==> config.mk <==
export PLATFORM = sky130hd
export DESIGN_NAME = fp_divsqrt_ctrl
export DESIGN_NICKNAME = d
export VERILOG_FILES = /design/src/rtl/fp_divsqrt_ctrl.sv
export SDC_FILE = /design/constraint.sdc
export NUM_CORES = 1
export LEC_CHECK = 0
export CORE_MARGIN = 8
export CORE_UTILIZATION = 35
export CTS_BUF_LIST = sky130_fd_sc_hd__clkbuf_8
export CTS_CLUSTER_DIAMETER = 40
export DETAILED_ROUTE_END_ITERATION = 10
export PLACE_DENSITY = 0.73
export SYNTH_ARGS = -nofsm -noshare
export SYNTH_HDL_FRONTEND = slang
export SYNTH_SLANG_ARGS = --single-unit
==> constraint.sdc <==
create_clock -name i_clk -period 4.3 [get_ports i_clk]
set_clock_uncertainty 0.15 [all_clocks]
set_input_delay 1.29 -clock i_clk [delete_from_list [all_inputs] [get_ports i_clk]]
set_output_delay 1.29 -clock i_clk [all_outputs]
set_load 0.03 [all_outputs]
==> src/rtl/fp_divsqrt_ctrl.sv <==
// Issue/stall/writeback controller for the shared iterative FDIV/FSQRT unit.
// Optional stall-cycle counter port is enabled by defining FP_DIVSQRT_PERF_EN.
module fp_divsqrt_ctrl #(
  parameter int ITER_LAT = 12
) (
  input  logic       i_clk,
  input  logic       i_rst_n,
  input  logic       i_flush,
  input  logic       i_issue_valid,
  input  logic       i_issue_is_iter,
  input  logic [4:0] i_issue_rs1,
  input  logic [4:0] i_issue_rs2,
  input  logic [4:0] i_issue_rs3,
  input  logic [4:0] i_issue_rd,
  input  logic [2:0] i_issue_src_en,
  input  logic       i_issue_wr_en,
  input  logic       i_pipe_wb_valid,
  output logic       o_stall,
  output logic       o_iter_start,
  output logic       o_iter_wb,
  output logic [4:0] o_iter_rd,
  output logic       o_busy
`ifdef FP_DIVSQRT_PERF_EN
  ,
  output logic [31:0] o_stall_cycles
`endif
);

  localparam int CW = (ITER_LAT > 1) ? $clog2(ITER_LAT) : 1;

  typedef enum logic [1:0] {
    IDLE = 2'd0,
    RUN  = 2'd1,
    WB   = 2'd2
  } state_t;

  state_t        state;
  state_t        state_nxt;
  logic [CW-1:0] cnt;
  logic          hazard;
  logic          accept;

  // Any register of the ID instruction that collides with the in-flight destination
  assign hazard = (i_issue_src_en[0] & (i_issue_rs1 == o_iter_rd))
                | (i_issue_src_en[1] & (i_issue_rs2 == o_iter_rd))
                | (i_issue_src_en[2] & (i_issue_rs3 == o_iter_rd))
                | (i_issue_wr_en     & (i_issue_rd  == o_iter_rd));

  assign accept = (state == IDLE) & i_issue_valid & i_issue_is_iter & ~i_flush & ~o_stall;

  // State register
  always_ff @(posedge i_clk or negedge i_rst_n) begin
    if (!i_rst_n) begin
      state <= IDLE;
    end else begin
      state <= state_nxt;
    end
  end

  // Next-state logic; RUN spans ITER_LAT cycles as the counter drains from ITER_LAT-1
  always_comb begin
    state_nxt = state;
    case (state)
      IDLE: begin
        if (accept) state_nxt = RUN;
        else        state_nxt = IDLE;
      end
      RUN: begin
        if (cnt == {CW{1'b0}}) state_nxt = WB;
        else                   state_nxt = RUN;
      end
      WB: begin
        if (i_pipe_wb_valid) state_nxt = WB;
        else                 state_nxt = IDLE;
      end
      default: state_nxt = IDLE;
    endcase
  end

  // Outputs; WB keeps stalling so nothing is accepted in the grant cycle
  always_comb begin
    o_busy    = 1'b0;
    o_iter_wb = 1'b0;
    case (state)
      IDLE: begin
        o_busy    = 1'b0;
        o_iter_wb = 1'b0;
      end
      RUN: begin
        o_busy    = 1'b1;
        o_iter_wb = 1'b0;
      end
      WB: begin
        o_busy    = 1'b1;
        o_iter_wb = ~i_pipe_wb_valid;
      end
      default: begin
        o_busy    = 1'b0;
        o_iter_wb = 1'b0;
      end
    endcase
    o_stall = i_issue_valid & ~i_flush & o_busy & (i_issue_is_iter | hazard);
  end

  // Latency counter, destination latch and start pulse
  always_ff @(posedge i_clk or negedge i_rst_n) begin
    if (!i_rst_n) begin
      cnt          <= {CW{1'b0}};
      o_iter_rd    <= 5'd0;
      o_iter_start <= 1'b0;
    end else begin
      o_iter_start <= accept;
      if (accept) begin
        cnt       <= CW'(ITER_LAT - 1);
        o_iter_rd <= i_issue_rd;
      end else if ((state == RUN) && (cnt != {CW{1'b0}})) begin
        cnt <= cnt - CW'(1);
      end else begin
        cnt <= cnt;
      end
    end
  end

`ifdef FP_DIVSQRT_PERF_EN
  // Stall-cycle counter, wraps naturally at 2^32
  always_ff @(posedge i_clk or negedge i_rst_n) begin
    if (!i_rst_n) begin
      o_stall_cycles <= 32'd0;
    end else if (o_stall) begin
      o_stall_cycles <= o_stall_cycles + 32'd1;
    end else begin
      o_stall_cycles <= o_stall_cycles;
    end
  end
`endif

endmodule

# After elaboration in Yosys (flattened, before gate mapping)
# Index checks and enable logic that the tools add are counted.
# classes
n_addsub,1
n_eq_ne,6
n_mux,8
bitwise_logic,18
reduce_logical,6
# ops
cell,n
$eq 5x5->1,4
$and 1x1->1,11
$mux 4,2
$pmux 2 s3,1
$logic_not 4->1,1
$mux 2,2
$or 1x1->1,4
$reduce_bool 4->1,1
$sub 4x1->4 const B,1
$mux 1,3
$not 1->1,3
$eq 2x1->1 const B,1
$eq 2x2->1 const B,1
$logic_not 2->1,1
$reduce_bool 2->1,1
$reduce_or 2->1,1
$logic_and 1x1->1,1
# totals
ff_bits,12
in_bits,30
output_inout_bits,9
word_cells,43

# Longest topological paths before layout
# Gate-level depths: netlist (run 1).
# depth
ltp_word,11
mapped_depth,7
ltp_nobuf,7

# Worst setup path after synthesis (run 1)
# No wires, ideal clock.
# synth_timing
kind,in2out
startpoint,in i_issue_rs2[3]
endpoint,out o_stall
arrival_time_ns,2.184
setup_slack_ns,0.676
path_stages,5
n_path_buf,0
cell_sequence,xor2_1 nor4_1 a31oi_1 nand4_1 and3_1
# synth_via
elab_chain_cells,7
# synth_rtl
element,line_no,text
from (decl),12,"input logic [4:0] i_issue_rs2,"
$eq 5x5->1,45,| (i_issue_src_en[1] & (i_issue_rs2 == o_iter_rd))
$and 1x1->1,45,
$or 1x1->1,45,
$or 1x1->1,46,| (i_issue_src_en[2] & (i_issue_rs3 == o_iter_rd))
$or 1x1->1,47,| (i_issue_wr_en & (i_issue_rd == o_iter_rd));
$or 1x1->1,102,o_stall = i_issue_valid & ~i_flush & o_busy & (i_issue_is_iter | hazard);
$and 1x1->1,102,
to (decl),18,"output logic o_stall,"
# Every way passes these cells.

# Worst setup path in the final report (run 1)
# layout_timing
startpoint,in i_issue_rd[0]
endpoint,out o_stall
# layout_via
elab_chain_cells,5
# layout_rtl
element,line_no,text
from (decl),14,"input logic [4:0] i_issue_rd,"
$eq 5x5->1,47,
$and 1x1->1,47,
$or 1x1->1,47,
$or 1x1->1,102,
$and 1x1->1,102,
# Every way passes these cells.

==> metrics.md, run 1 <==
| Metric | Value |
|---|---|
| Status | completed |
| Total gr overflow | 0 |
| VDD IR max | 0.000333 V |
| Pwr Density | ~570 nW/um^2 |
| Commonest non-fill, non-tap cells in the layout | 37 x clkdlybuf4s50_1, 18 x nand2_1, 16 x xor2_1 |
| Clock H-tree levels | 1 |
| Die area | around 4300 um^2 |
| Routed Antenna Nets | 0 |
| Routed Wire Length | roughly 2.2 mm |
| Net count, final | 166 |
| Hold path startpoint | cnt[3]$_DFFE_PN0P_ |
| Reg2Reg Depth | 6 |
| Initial Utilization | 35.6% |
| Pwr Total | between 0.7 and 0.8 mW |
| Most common cell after layout, fill and taps aside | clkdlybuf4s50_1 |
| First-pass GRT wire length | 3.75 mm |
| Yosys reg bits | 12 |
| CP Launch Type | primary input |
| Worst Path Required | 2.86 ns |
| Synth top area share | 35.0% |
| RSZ-0062 raised after global routing | false |
| Clk slew on worst S/H paths | 0.06 ns |
| Clock Latency Late Sink | 0.24 ns |
| Syn_area_per_cell | 9.33 um^2 |
| Drc violations | 0 |
| Wirelength per Cell | 14.0 um |
| Critical Setup Path Class | primary input to primary output |
| Initial antenna violation count | 0 |
| Initial drt markers | 13 |
| Post-synth cell types | 22 |
| Final GP Congestion | 0.781 |
| # fillers | 228 |
| Hold Vio Cnt, Final | 0 |
| Hold path endpoint | cnt[3]$_DFFE_PN0P_ |
| Cts bufs inserted | 3 |
| Post-DP HPWL | 1.81 mm |
| Worst-Margin Slew | 0.538 ns |
| Hold_buf cts | 0 |
| Largest net degree at the start of global routing | 13 |
| Synth Instances | 92 |
| Synth warn | 0 |
| Die Wd | 65.5 um |
| Final critical-path required period | 4.21 ns |
| Layout cell share with drive strength beyond 1 | 5.43% |
| Post-placement cell area | 1220 um^2 |
| Total track usage | 11.1% |
| Design area | between 1000 and 1500 um^2 |
| Synth area leader | dfrtp_1 |
| Ports | 39 |
| Synth Net Count | around 130 |
| Drt first pass iters | 2 |
| Max-slew headroom | roughly 64% |
| Clock buffer depth | 2 |
| Data arrival, critical path | roughly 2.8 ns |
| Max Fanout on Critical Path | 2 |
| Synthesized area | 858 um^2 |
| Hold/Removal Path Class | register to register |
| Slew Viols, Final | 0 |
| Resize count post-CTS | 1 |
| Via count | around 740 |
| Top post-synthesis cells by area | dfrtp_1 35%, xor2_1 16%, ha_1 8.7% |
| # rows | 18 |
| N_diodes | 0 |
| P&R area growth vs syn | 49.4% |
| Post-CTS setup buffer count | 0 |
| Sequential area share after synthesis | 35.0% |
| Root Driver | clkbuf_8 |
| Setup violators final | 0 |
| R2R Path End | o_iter_rd[4]$_DFFE_PN0P_ |
| Pleak | slightly below 0.6 nW |
| CTS tree | built |
| Worst setup EP type | primary output |
| Port bufs | 38 |
| Tcrit/Tclk final | 97.8% |
| R2R setup slack | 2.40 ns |
| Via density per instance | 4.62 |
| Max_cap viols | 0 |
| R2r startpoint | state[0]$_DFF_PN0_ |
| Max Fclk | 0.238 GHz |
| Hold Crit Depth | 2 |
| Core region area | around 2400 um^2 |
| Number of global-route vias before repair | 813 |
| CTS Sinks | 12 |
| Die Ht | 65.5 um |
[worst max-delay path, cell delays in order]
cell and delay [ns]:
clkdlybuf4s50_1 0.45, xor2_1 0.18, nor4_2 0.32, nand3_1 0.12
nand4_1 0.11, and3_1 0.15, buf_4 0.15
[synthesized netlist by cell type]
cell       n
a21oi_1    1
a22oi_1    1
a31oi_1    1
and3_1     1
buf_2      1
buf_6      3
clkbuf_8   1
dfrtp_1   12
ha_1       6
inv_1      6
nand2_1   18
nand2b_4   1
nand3_1    3
nand4_1    1
nand4b_1   1
nor2_1     3
nor2b_1    2
nor3b_1    1
nor4_1     5
o211ai_1   1
xnor2_1    7
xor2_1    16
[registers in the layout (all words and copies together), names as in the netlist]
signal	flops
cnt	4
o_iter_rd	5
o_iter_start	1
state	2
[where the power goes]
part | total [mW] | switching, mW | internal [mW] | leakage (nW)
Clock | 0.124 | 0.0433 | 0.0809 | 0.0288
Combinational | 0.375 | 0.193 | 0.182 | 0.403
Sequential | 0.231 | 0.0695 | 0.161 | 0.149
[cell families (layout without fill, tap and decap cells)]
group           Yosys count  after routing  share of synthesized area [%]
flops                    12             12                           35.0
fa+ha+maj                 6              6                           8.75
buf+inv                  11             48                           8.74
compound gates            4              4                           3.06
xor+xnor                 23             23                           23.5
simple gates             36             36                           21.0
[area by class of cell]
class	instances	area, um^2	area share [%]
clock buffer	4	55.1	4.29
sequential	12	300	23.4
tap	30	37.5	2.93
timing repair buffer	38	378	29.5
multi-input combinational	69	489	38.1
inverter	6	22.5	1.76
[worst max path at each step]
stage | startpoint | slack [ns] | to
2_1_floorplan | i_issue_rs2[3] | 0.68 | o_stall
3_3_place_gp | i_issue_rd[0] | 0.003 | o_stall
3_5_place_dp | i_issue_rd[0] | -0.03 | o_stall
4_1_cts | i_issue_rd[0] | 0.06 | o_stall
5_1_grt | i_issue_rs2[1] | 0.007 | o_stall
6_report | i_issue_rd[0] | 0.09 | o_stall
[stage by stage]
step / hold slack, ns / cells / TNS, ns / setup WS, ns / util [%]
floorplan: 0.339 / 92 / 0 / 0.676 / -
global placement: 0.357 / 155 / 0 / 0.00325 / 50.7
detailed placement: 0.365 / 155 / -0.0264 / -0.0264 / 50.7
CTS: 0.383 / 159 / 0 / 0.0609 / 53.2
global route: 0.410 / 159 / 0 / 0.00737 / 53.2
finish: 0.378 / 159 / 0 / 0.0942 / 53.2
[layer usage]
| metal | global-route usage (%) | share of wire, % | up-vias |
|---|---|---|---|
| met3 | 2.89 | 4.0 | 2 |
| li1 | - | - | 369 |
| met4 | 4.90 | 0.63 | 0 |
| met1 | 12.1 | 44 | 343 |
| met2 | 19.6 | 51 | 21 |
| met5 | 0 | 0 | - |
Note: power is estimated with default switching activity, not from simulation.
==> run 2, diff against run 1 <==
--- a/config.mk
+++ b/config.mk
@@ -5,12 +5,14 @@
 export SDC_FILE = /design/constraint.sdc
 export NUM_CORES = 1
 export LEC_CHECK = 0
+export CELL_PAD_IN_SITES_DETAIL_PLACEMENT = 0
+export CELL_PAD_IN_SITES_GLOBAL_PLACEMENT = 1
 export CORE_MARGIN = 8
-export CORE_UTILIZATION = 35
+export CORE_UTILIZATION = 33
 export CTS_BUF_LIST = sky130_fd_sc_hd__clkbuf_8
 export CTS_CLUSTER_DIAMETER = 40
 export DETAILED_ROUTE_END_ITERATION = 10
-export PLACE_DENSITY = 0.73
+export PLACE_DENSITY = 0.91
 export SYNTH_ARGS = -nofsm -noshare
 export SYNTH_HDL_FRONTEND = slang
 export SYNTH_SLANG_ARGS = --single-unit
==> metrics.md, run 2 (same netlist as run 1, synthesis figures left out) <==
| Metric | Value |
|---|---|
| P&R area growth vs syn | 49.4% (unchanged) |
| Port bufs | 38 (unchanged) |
| Comb pwr share | 51.3% (was 51.4%) |
| Via count | 732 (was 735) |
| Worst setup EP type | primary output (unchanged) |
| Sequential share of power | 31.7% (was 31.6%) |
| RSZ-0062 raised after global routing | false (unchanged) |
| Slew Viols, Final | 0 (unchanged) |
| CTS Sinks | 12 (unchanged) |
| Commonest non-fill, non-tap cells in the layout | 37 x clkdlybuf4s50_1, 18 x nand2_1, 16 x xor2_1 (unchanged) |
| Number of flip-flops under the largest register name | 5 (unchanged) |
| Largest net degree at the start of global routing | 13 (unchanged) |
| Hold Vio Cnt, Final | 0 (unchanged) |
| Tcrit/Tclk final | 96.6% (was 97.8%) |
| Final setup TNS | 0 ns (unchanged) |
| Clock share of power | 17.0% (about the same) |
| Total track usage | 10.8% (was 11.1%) |
| WP buf/inv | 2 (unchanged) |
| Post-DP HPWL | 1.79 mm (was 1.81 mm) |
| Data arrival, critical path | 2.72 ns (was 2.77 ns) |
| Max-slew headroom | 64.1% (was 64.0%) |
| Top Registers | o_iter_rd: 5 flops, cnt: 4 flops, state: 2 flops (unchanged) |
| Max Fclk | 0.241 GHz (was 0.238 GHz) |
| Status | completed (unchanged) |
| Final Core Density | 51.8% (was 53.2%) |
| Initial drt markers | 6 (was 13) |
| Initial antenna violation count | 0 (unchanged) |
| Wirelength per Cell | 14.2 um (was 14.0 um) |
| Layout cell share with drive strength beyond 1 | 5.43% (unchanged) |
| Pre-CTS setup slack | 0.0786 ns (was -0.0264 ns) |
| Psw | 0.308 mW (was 0.306 mW) |
| Via density per instance | 4.60 (was 4.62) |
| Most common cell after layout, fill and taps aside | clkdlybuf4s50_1 (unchanged) |
| Drt first pass iters | 4 (was 2) |
| Critical Setup Path Class | primary input to primary output (unchanged) |
| Cts bufs inserted | 3 (unchanged) |
| Final worst slack | 0.144 ns (was 0.0942 ns) |
| Max Fanout on Critical Path | 1 (was 2) |
| VDD IR max | 0.000331 V (was 0.000333 V) |
| Cell Int Power | 0.424 mW (about the same) |
| Die Wd | 67 um (was 65.5 um) |
| Clock Latency Late Sink | 0.24 ns (about the same) |
| Number of global-route vias before repair | 785 (was 813) |
| Worst-Margin Slew | 0.536 ns (was 0.538 ns) |
| N_diodes | 0 (unchanged) |
| Drc violations | 0 (unchanged) |
| Die area | 4490 um^2 (was 4290 um^2) |
| Clock H-tree levels | 1 (unchanged) |
| Critical Path, Cell by Cell | clkdlybuf4s50_1 -> xor2_1 -> nor4_1 -> a31oi_1 -> nand4_1 -> and3_1 -> buf_4 (was clkdlybuf4s50_1 -> xor2_1 -> nor4_2 -> nand3_1 -> nand4_1 -> and3_1 -> buf_4) |
| Ports | 39 (unchanged) |
| Switch share | 42.1% (was 41.9%) |
| Worst Path Required | 2.86 ns (about the same) |
| Routed Antenna Nets | 0 (unchanged) |
| Hold/Removal Path Class | register to register (unchanged) |
| Die Ht | 67 um (was 65.5 um) |
| Max_cap viols | 0 (unchanged) |
| Total gr overflow | 0 (unchanged) |
| Setup violators final | 0 (unchanged) |
| Pleak | 0.581 nW (unchanged) |
| # rows | 18 (unchanged) |
| CP delay by family, top | simple AND/OR/NAND/NOR gates (unchanged) |
| Core region area | 2480 um^2 (was 2410 um^2) |
| Clk slew on worst S/H paths | 0.06 ns (about the same) |
| Critical-path top delay cell | clkdlybuf4s50_1 (unchanged) |
| First-pass GRT wire length | 3.66 mm (was 3.75 mm) |
| Final critical-path required period | 4.16 ns (was 4.21 ns) |
| CTS tree | built (unchanged) |
| Initial Utilization | 34.6% (was 35.6%) |
| Routed Wire Length | 2.26 mm (was 2.22 mm) |
| Root Driver | clkbuf_8 (unchanged) |
| CP peak stage delay | 0.41 ns (was 0.45 ns) |
| Biggest register | o_iter_rd (unchanged) |
| Net count, final | 166 (unchanged) |
| CP Launch Type | primary input (unchanged) |
| Clock buffer depth | 2 (unchanged) |
| Pwr Density | 571 nW/um^2 (was 569 nW/um^2) |
| Final GP Congestion | 0.781 (about the same) |
-- run 2: worst paths after layout --
check / start / to / slack (ns) / cells past startpoint
setup / recovery: i_issue_rs2[3] / o_stall / 0.14 / 7
hold / removal: cnt[3]$_DFFE_PN0P_ / cnt[3]$_DFFE_PN0P_ / 0.38 / 2
setup reg to reg: state[0]$_DFF_PN0_ / o_iter_rd[3]$_DFFE_PN0P_ / 2.36 / 6
hold reg to reg: cnt[3]$_DFFE_PN0P_ / cnt[3]$_DFFE_PN0P_ / 0.38 / 2
max in group asynchronous: i_rst_n / o_iter_rd[2]$_DFFE_PN0P_ / 2.39 / 1
min in group asynchronous: i_rst_n / cnt[3]$_DFFE_PN0P_ / 1.25 / 1
-- run 2: layout make-up --
class / count / area (um^2)
timing repair buffer: 38 / 378
fill: 252 / 1190
inverter: 6 / 22.5
multi-input combinational: 69 / 489
sequential: 12 / 300
clock buffer: 4 / 55.1
tap: 30 / 37.5
-- run 2: per-layer routing --
| layer | vias up | global-route usage, % | wire [um] |
|---|---|---|---|
| met5 | - | 0 | 0 |
| met3 | 5 | 3.52 | 148 |
| met2 | 22 | 19.0 | 1150 |
| met1 | 337 | 11.2 | 916 |
| li1 | 368 | - | - |
| met4 | 0 | 5.48 | 40 |
-- run 2: repair_timing --
| action | in CTS | in global routing |
|---|---|---|
| hold buffers | 0 | 0 |
| endpoints found under the setup margin | 0 | 1 |
| gates resized for setup | 0 | 1 |
| buffers inserted | 0 | 0 |
-- run 2: tightest hold or removal path: stages (launching register included) --
cell and delay (ns):
dfrtp_1 0.37, xnor2_1 0.08, nand2_1 0.06
-- run 2: power groups by stage --
| stage | combinational (mW) | sequential (mW) | clock (mW) |
|---|---|---|---|
| 6_report | 0.376 | 0.232 | 0.124 |
| 4_1_cts | 0.378 | 0.232 | 0.128 |
| 3_5_place_dp | 0.374 | 0.234 | 0 |
| 2_1_floorplan | 0.273 | 0.236 | 0 |
| 5_1_grt | 0.412 | 0.240 | 0.133 |
| 3_3_place_gp | 0.361 | 0.233 | 0 |
-- run 2: per-stage QoR --
stage | instance area, um^2 | hold slack, ns | instances | power, mW
final | 1280 | 0.382 | 159 | 0.732
after global routing | 1280 | 0.397 | 159 | 0.785
after CTS | 1280 | 0.382 | 159 | 0.739
after detailed placement | 1220 | 0.365 | 155 | 0.608
after global placement | 1220 | 0.359 | 155 | 0.593
after floorplan | 858 | 0.339 | 92 | 0.509
